===== config.mk =====
export PLATFORM = sky130hd
export DESIGN_NAME = alu_muldiv
export DESIGN_NICKNAME = d
export VERILOG_FILES = /design/src/rtl/alu_pkg.sv /design/src/rtl/muldiv_unit.sv /design/src/rtl/alu_muldiv.sv
export SDC_FILE = /design/constraint.sdc
export NUM_CORES = 1
export LEC_CHECK = 0
export ABC_AREA = 0
export CORE_MARGIN = 4
export CORE_UTILIZATION = 40
export DETAILED_ROUTE_END_ITERATION = 8
export PLACE_DENSITY = 0.61
export SYNTH_ARGS = -nofsm -noshare
export SYNTH_HDL_FRONTEND = slang
export SYNTH_SLANG_ARGS = --single-unit

===== constraint.sdc =====
create_clock -name clk -period 11.86 [get_ports clk]
set_input_delay 2.372 -clock clk [delete_from_list [all_inputs] [get_ports clk]]
set_output_delay 2.372 -clock clk [all_outputs]
set_load 0.03 [all_outputs]

===== src/rtl/alu_pkg.sv =====
// Opcode map, engine state encoding and opcode classification for alu_muldiv.
package alu_pkg;

    // Single-cycle ops
    localparam logic [3:0] OP_AND   = 4'b0000;
    localparam logic [3:0] OP_OR    = 4'b0001;
    localparam logic [3:0] OP_ADD   = 4'b0010;
    localparam logic [3:0] OP_SLTU  = 4'b0011;
    localparam logic [3:0] OP_SUB   = 4'b0110;
    localparam logic [3:0] OP_SLT   = 4'b0111;
    localparam logic [3:0] OP_NOR   = 4'b1100;
    // Multi-cycle ops and HI/LO reads
    localparam logic [3:0] OP_MULT  = 4'b1000;
    localparam logic [3:0] OP_MULTU = 4'b1001;
    localparam logic [3:0] OP_DIV   = 4'b1010;
    localparam logic [3:0] OP_DIVU  = 4'b1011;
    localparam logic [3:0] OP_MFHI  = 4'b1101;
    localparam logic [3:0] OP_MFLO  = 4'b1110;

    typedef enum logic [1:0] {IDLE, RUN, FIX} md_state_t;

    // True for opcodes that run on the iterative engine
    function automatic logic is_multi(input logic [3:0] op);
        return (op == OP_MULT) || (op == OP_MULTU) || (op == OP_DIV) || (op == OP_DIVU);
    endfunction

endpackage


===== src/rtl/muldiv_unit.sv =====
// Iterative multiply/divide engine with architectural HI/LO.
// One shift-add (multiply) or restoring subtract-shift (divide) per RUN cycle,
// on operand magnitudes; signs are fixed up in the single FIX cycle.
// Define ALU_DIV_EN to build the divide datapath; without it only MULT/MULTU start.
module muldiv_unit
    import alu_pkg::*;
#(
    parameter int WIDTH = 32
) (
    input  logic             clk,
    input  logic             reset,
    input  logic [3:0]       op,
    input  logic [WIDTH-1:0] a,
    input  logic [WIDTH-1:0] b,
    input  logic             valid,
    output logic [WIDTH-1:0] hi,
    output logic [WIDTH-1:0] lo,
    output logic             busy,
    output logic             done
);

    localparam int CW = $clog2(WIDTH);
    localparam logic [CW-1:0] LAST = CW'(WIDTH - 1);

    md_state_t          state;
    logic [CW-1:0]      cnt;
    // opnd: multiplicand (mul) or divisor (div) magnitude
    // p_hi/p_lo: product accumulator/multiplier (mul) or remainder/quotient (div)
    logic [WIDTH-1:0]   opnd, p_hi, p_lo;
    logic               neg_p;          // negate product or quotient
    logic               signed_op, can_start, start;
    logic [WIDTH-1:0]   a_mag, b_mag;
    logic [WIDTH:0]     mul_sum;
    logic [WIDTH-1:0]   nxt_hi, nxt_lo, fix_hi, fix_lo;
    logic [2*WIDTH-1:0] prod_neg;
`ifdef ALU_DIV_EN
    logic               is_div;
    logic               neg_r;          // remainder follows the dividend sign
    logic               div0;
    logic [WIDTH:0]     div_sh;
`endif

    assign signed_op = (op == OP_MULT) || (op == OP_DIV);
    assign a_mag     = (signed_op && a[WIDTH-1]) ? -a : a;
    assign b_mag     = (signed_op && b[WIDTH-1]) ? -b : b;

`ifdef ALU_DIV_EN
    assign can_start = is_multi(op);
`else
    assign can_start = (op == OP_MULT) || (op == OP_MULTU);
`endif
    assign start = valid && !busy && can_start;

    // One iteration step of the active operation
    always_comb begin
        mul_sum = {1'b0, p_hi} + (p_lo[0] ? {1'b0, opnd} : '0);
        nxt_hi  = mul_sum[WIDTH:1];
        nxt_lo  = {mul_sum[0], p_lo[WIDTH-1:1]};
`ifdef ALU_DIV_EN
        div_sh  = {p_hi, p_lo[WIDTH-1]};
        if (is_div) begin
            if (div_sh >= {1'b0, opnd}) begin
                nxt_hi = WIDTH'(div_sh - {1'b0, opnd});
                nxt_lo = {p_lo[WIDTH-2:0], 1'b1};
            end else begin
                nxt_hi = div_sh[WIDTH-1:0];
                nxt_lo = {p_lo[WIDTH-2:0], 1'b0};
            end
        end
`endif
    end

    // Sign correction applied in FIX; divide-by-zero forces an all-ones quotient
    always_comb begin
        prod_neg = -{p_hi, p_lo};
        fix_hi   = neg_p ? prod_neg[2*WIDTH-1:WIDTH] : p_hi;
        fix_lo   = neg_p ? prod_neg[WIDTH-1:0]       : p_lo;
`ifdef ALU_DIV_EN
        if (is_div) begin
            fix_hi = neg_r ? -p_hi : p_hi;
            fix_lo = div0 ? '1 : (neg_p ? -p_lo : p_lo);
        end
`endif
    end

    // Engine FSM: IDLE -> RUN (WIDTH steps) -> FIX (HI/LO write) -> IDLE
    always_ff @(posedge clk) begin
        if (reset) begin
            state <= IDLE;
            cnt   <= '0;
            hi    <= '0;
            lo    <= '0;
            busy  <= 1'b0;
            done  <= 1'b0;
        end else begin
            case (state)
                IDLE: if (start) begin
                    state <= RUN;
                    busy  <= 1'b1;
                    cnt   <= '0;
                    p_hi  <= '0;
                    opnd  <= a_mag;
                    p_lo  <= b_mag;
                    neg_p <= signed_op && (a[WIDTH-1] ^ b[WIDTH-1]);
`ifdef ALU_DIV_EN
                    is_div <= (op == OP_DIV) || (op == OP_DIVU);
                    neg_r  <= signed_op && a[WIDTH-1];
                    div0   <= (b == '0);
                    if ((op == OP_DIV) || (op == OP_DIVU)) begin
                        opnd <= b_mag;
                        p_lo <= a_mag;
                    end
`endif
                end
                RUN: begin
                    p_hi <= nxt_hi;
                    p_lo <= nxt_lo;
                    cnt  <= cnt + 1'b1;
                    if (cnt == LAST) begin
                        state <= FIX;
                        done  <= 1'b1;
                        cnt   <= '0;
                    end
                end
                FIX: begin
                    hi    <= fix_hi;
                    lo    <= fix_lo;
                    done  <= 1'b0;
                    busy  <= 1'b0;
                    state <= IDLE;
                end
                default: begin
                    state <= IDLE;
                    busy  <= 1'b0;
                    done  <= 1'b0;
                end
            endcase
        end
    end

endmodule


===== src/rtl/alu_muldiv.sv =====
// Execute-stage ALU: combinational single-cycle ops plus HI/LO reads from the
// iterative multiply/divide engine. Define ALU_DIV_EN to enable DIV/DIVU.
module alu_muldiv
    import alu_pkg::*;
#(
    parameter int WIDTH = 32
) (
    input  logic             clk,
    input  logic             reset,
    input  logic [3:0]       alucont,
    input  logic [WIDTH-1:0] rd1,
    input  logic [WIDTH-1:0] rd2,
    input  logic             valid,
    output logic [WIDTH-1:0] res,
    output logic             zero,
    output logic             busy,
    output logic             done
);

    logic [WIDTH-1:0] hi, lo;

    muldiv_unit #(.WIDTH(WIDTH)) u_md (
        .clk   (clk),
        .reset (reset),
        .op    (alucont),
        .a     (rd1),
        .b     (rd2),
        .valid (valid),
        .hi    (hi),
        .lo    (lo),
        .busy  (busy),
        .done  (done)
    );

    // Result mux; multi-cycle and unlisted opcodes read as zero
    always_comb begin
        res = '0;
        case (alucont)
            OP_AND:  res = rd1 & rd2;
            OP_OR:   res = rd1 | rd2;
            OP_ADD:  res = rd1 + rd2;
            OP_SUB:  res = rd1 - rd2;
            OP_SLTU: res = WIDTH'(rd1 < rd2);
            OP_SLT:  res = WIDTH'($signed(rd1) < $signed(rd2));
            OP_NOR:  res = ~(rd1 | rd2);
            OP_MFHI: res = hi;
            OP_MFLO: res = lo;
            default: res = '0;
        endcase
    end

    assign zero = (res == '0);

endmodule


==> results.md <==
Die:
- The die boundary height is about 210 um.
- The total I/O pin count is ~110.
- The number of standard-cell rows in the floorplan is 72.
- The initial core utilization is between 40 and 50%.
- The core region is roughly 39000 sq um.
- The die footprint is about 43000 sq um.
- In this run the horizontal extent of the chip is ~210 um.

Synth:
- In the synthesized netlist the dominant register cell turns out to be edfxtp_1.
- In the post-synthesis netlist, the biggest area contributors are edfxtp_1 18%, ha_1 11%, dfxtp_1 9.2%.
- In the post-synthesis netlist, the cell with the most instances is nor2_1.
- The multiplexer area fraction after synthesis is less than 1%.
- The synthesized design spends more area on one cell type than any other, namely edfxtp_1.
- The post-synthesis cell count is about 2.0k.
- After Yosys synthesis, and, or, nand and nor cells account for between 20% and 30% of the synthesized area.
- The count of warnings emitted by yosys is 0.
- The portion of synthesized cell area occupied by the leading cell type is between 10% and 20%.
- The share of synthesized cell area in full adder, half adder and majority cells is 11.1%.
- The commonest cells after synthesis are 202 x nor2_1, 175 x nand2_1, 139 x o21ai_0.
- The synthesized netlist devotes 26.1% of its cell area to compound gates.
- The distinct cell type count after synthesis is roughly 80.
- The post-synthesis async set-or-reset flop share is 0%.
- The count of flip-flops with a built-in enable after synthesis is 97.
- The average cell area after synthesis is approximately 8.0 sq um.
- The synthesized netlist devotes between 8 and 9% of its cell area to XOR and XNOR gates.
- The synthesized flop and latch total is 170.
- The main combinational cell family by area after synthesis is compound AO/OA/AOI/OAI gates.
- The sequential element share of the synthesized area is 27.6%.
- Summing every instance area after synthesis gives between 15000 and 20000 sq um.
- When the netlist entered floorplanning its net count stood at 2196.

Clocking:
- The clock tree synthesis step divided the H-tree into 4 levels.
- No sink is reached through more buffers than the 2 on the longest clock path.
- Buffers inserted during clock tree synthesis total 17.
- For the worst-skew pair, the clock arrives at the later sink with an insertion delay of approximately 0.44 ns.
- The clock root buffer master is clkbuf_16.
- The clock tree from TritonCTS is done.
- The clock-pin slew reported for the worst setup and hold paths after clock tree synthesis is ~0.070 ns.
- The tree built by TritonCTS fans out to 170 sinks.
- After clock tree synthesis, the flow added hold-fix buffers numbering 0.
- The number of setup buffers added after CTS is 0.
- The post-cts gate resize count is 0.

Cells and area:
- The layout filler cell count is about 4k.
- Registers take around 4400 sq um.
- The post-route cell area is around 18000 sq um.
- The layout-stage area growth over the synthesis result is 12.9%.
- The multi-input gate area in the final layout is 10700 sq um.
- The post-layout net count is about 2.2k.
- The share of the core filled with cells is between 40% and 50%.
- Cells with a size suffix above 1 make up between 4 and 5% of the layout.

STA:
- The number of hold-slack violations in the final timing report is 0.
- The clock period minus final worst setup slack is between 10 and 15 ns.
- For the pin with the worst max-slew slack, the measured transition is ~1.1 ns.
- The final cycle utilization of the critical path is between 90 and 100%.
- The final max-slew violation count is 0.
- Setup repair after global routing left no endpoint under its margin.
- The worst-case clock skew is 0.00820 ns.
- The total setup violations reported at the end of the flow is 0.
- The highest clock rate is a little over 90 MHz.
- The worst pin sits at a relative slew slack of 23.3%.
- The setup total negative slack is 0 ns.

Setup path:
- STA puts the critical path data arrival time at 8.39 ns.
- For the worst setup path, the data required time is roughly 9.5 ns.
- The worst setup path is launched from an input port.
- The classification of the worst setup path is in2out.
- STA classifies the critical path endpoint as an output port.
- Along the worst path, the maximum fanout reaches 5.

Routing:
- The total routed wirelength is between 50000 and 60000 um.
- After the first detailed-routing iteration, the DRC count stood at between 1k and 1.5k.
- Before antenna repair, the detailed router went through 9 iterations.
- The remaining antenna violation count after routing is 0.
- For this block, the via count after detailed routing is between 15k and 20k.
- After detailed routing, the number of remaining DRC violations is 0.
- After detailed routing, the number of vias per cell comes to 6.05.
- The routed length per instance is between 20 and 25 um.

Placement:
- Port buffering added around 110 buffers.
- Once detailed placement completed, the half-perimeter wirelength came to between 40000 and 50000 um.
- Once placement finished, the instance area stood at between 15000 and 20000 sq um.
- The final estimated routing congestion in global placement is 0.928.

GRT:
- The global-route wire length before repair is around 90000 um.
- The global-route usage over all layers is between 20% and 30%.
- Entering global routing, the biggest net connects between 70 and 80 pins.
- The initial antenna violation count is 1.
- For this run the aggregate overflow at the end of global routing stands at 0.
- The number of global-route vias before repair is 14.8k.

Power:
- The cell area power density is just over 90 nW/um^2.
- The worst ir drop on vdd is a little over 0.09 mV.
- The analysis attributes to cell leakage a power of roughly 6.7 nW.

Run status:
- The run finished with clean final reports.

Flow run:
- The number of maximum-capacitance constraint violations is 0.

Hold path:
- The worst min-delay path category is reg2reg.
## metrics by stage
step | hold slack, ns | power, mW | std cells | setup slack, ns
final | 0.473 | 1.64 | 2555 | 1.09
after global routing | 0.511 | 1.71 | 2554 | 0.839
after CTS | 0.479 | 1.64 | 2554 | 1.27
after detailed placement | 0.471 | 1.10 | 2522 | 1.27
after global placement | 0.471 | 1.10 | 2522 | 1.38
after floorplan | 0.431 | 0.931 | 1986 | 3.19
## layer usage
metal  up-vias  wire length [um]  global-route usage (%)
met5         -                 0                       0
met2       520             27700                    43.7
li1       7362                 -                       -
met1      7491             25600                    34.5
met4         0              1590                    7.30
met3        89              3170                    3.86
## final timing paths
check | start | slack, ns | to | cells after the start
hold reg to reg | u_md.lo[30] | 0.47 | u_md.lo[30] | 2
hold / removal | u_md.lo[30] | 0.47 | u_md.lo[30] | 2
setup reg to reg | u_md.p_lo[0] | 7.48 | u_md.p_hi[25] | 16
setup / recovery | rd1[0] | 1.09 | zero | 17
## state kept, by name, indices dropped and copies added, names as in the netlist
name	count
u_md.neg_p	1
u_md.cnt	5
u_md.opnd	32
u_md.p_lo	32
u_md.busy	1
u_md.p_hi	32
u_md.done	1
u_md.state	2
u_md.lo	32
u_md.hi	32
## critical path: stages
cell             delay [ns]
clkdlybuf4s50_1        0.56
inv_1                  0.11
ha_1                   0.23
inv_1                  0.07
fa_1                   0.21
nor2b_1                0.28
o221ai_1               0.18
o21ai_0                0.56
a41oi_1                0.45
a211oi_1               0.42
o21ai_0                0.21
nor4_1                 0.63
o41ai_1                0.30
nor4_1                 0.47
nand4b_1               0.28
nor4bb_1               0.34
clkdlybuf4s50_1        0.72
## cell families (layout without fill, tap and decap cells)
group | Yosys count | in the layout
AND/OR/NAND/NOR | 673 | 673
adder cells (fa/ha/maj) | 139 | 139
XOR/XNOR | 154 | 154
AO/OA/AOI/OAI | 617 | 617
flip-flops | 170 | 170
multiplexers | 11 | 11
buffers and inverters | 222 | 272
other | 0 | 1
## cell type report
| cell class | instances | share of cell area (%) |
|---|---|---|
| multi-input combinational | 1594 | 59.7 |
| sequential | 170 | 24.4 |
| timing repair buffer | 126 | 6.73 |
| tap | 518 | 3.62 |
| clock buffer | 21 | 2.58 |
| inverter | 114 | 2.39 |
| clock inverter | 11 | 0.525 |
| antenna | 1 | 0.0140 |
## cells in the final DEF, fill, tap and decap left out, types with 12 or more instances in the layout
cell | netlist | layout
a211oi_1 | 79 | 79
a21o_1 | 22 | 22
a21oi_1 | 127 | 127
a222oi_1 | 12 | 12
a22oi_1 | 13 | 13
a31oi_1 | 27 | 27
and2_1 | 43 | 43
buf_4 | 0 | 21
clkbuf_16 | 0 | 18
clkdlybuf4s50_1 | 0 | 104
dfxtp_1 | 73 | 73
edfxtp_1 | 97 | 97
ha_1 | 136 | 136
inv_1 | 113 | 113
nand2_1 | 175 | 175
nand2b_1 | 21 | 21
nand3_1 | 30 | 30
nand4_1 | 22 | 22
nor2_1 | 202 | 200
nor2b_1 | 19 | 17
nor3_1 | 46 | 45
nor4_1 | 25 | 24
o211ai_1 | 27 | 27
o21ai_0 | 139 | 139
o21bai_1 | 16 | 16
o31ai_1 | 35 | 35
o41ai_1 | 13 | 13
or2_2 | 18 | 18
or3_1 | 20 | 20
or4_1 | 13 | 13
xnor2_1 | 84 | 84
xor2_1 | 70 | 70
## where the power goes
group | internal (mW) | switching [mW]
Combinational | 0.165 | 0.294
Sequential | 0.632 | 0.00731
Clock | 0.301 | 0.242
Total | 1.10 | 0.543
No activity file was read; power rests on OpenSTA's default activity.
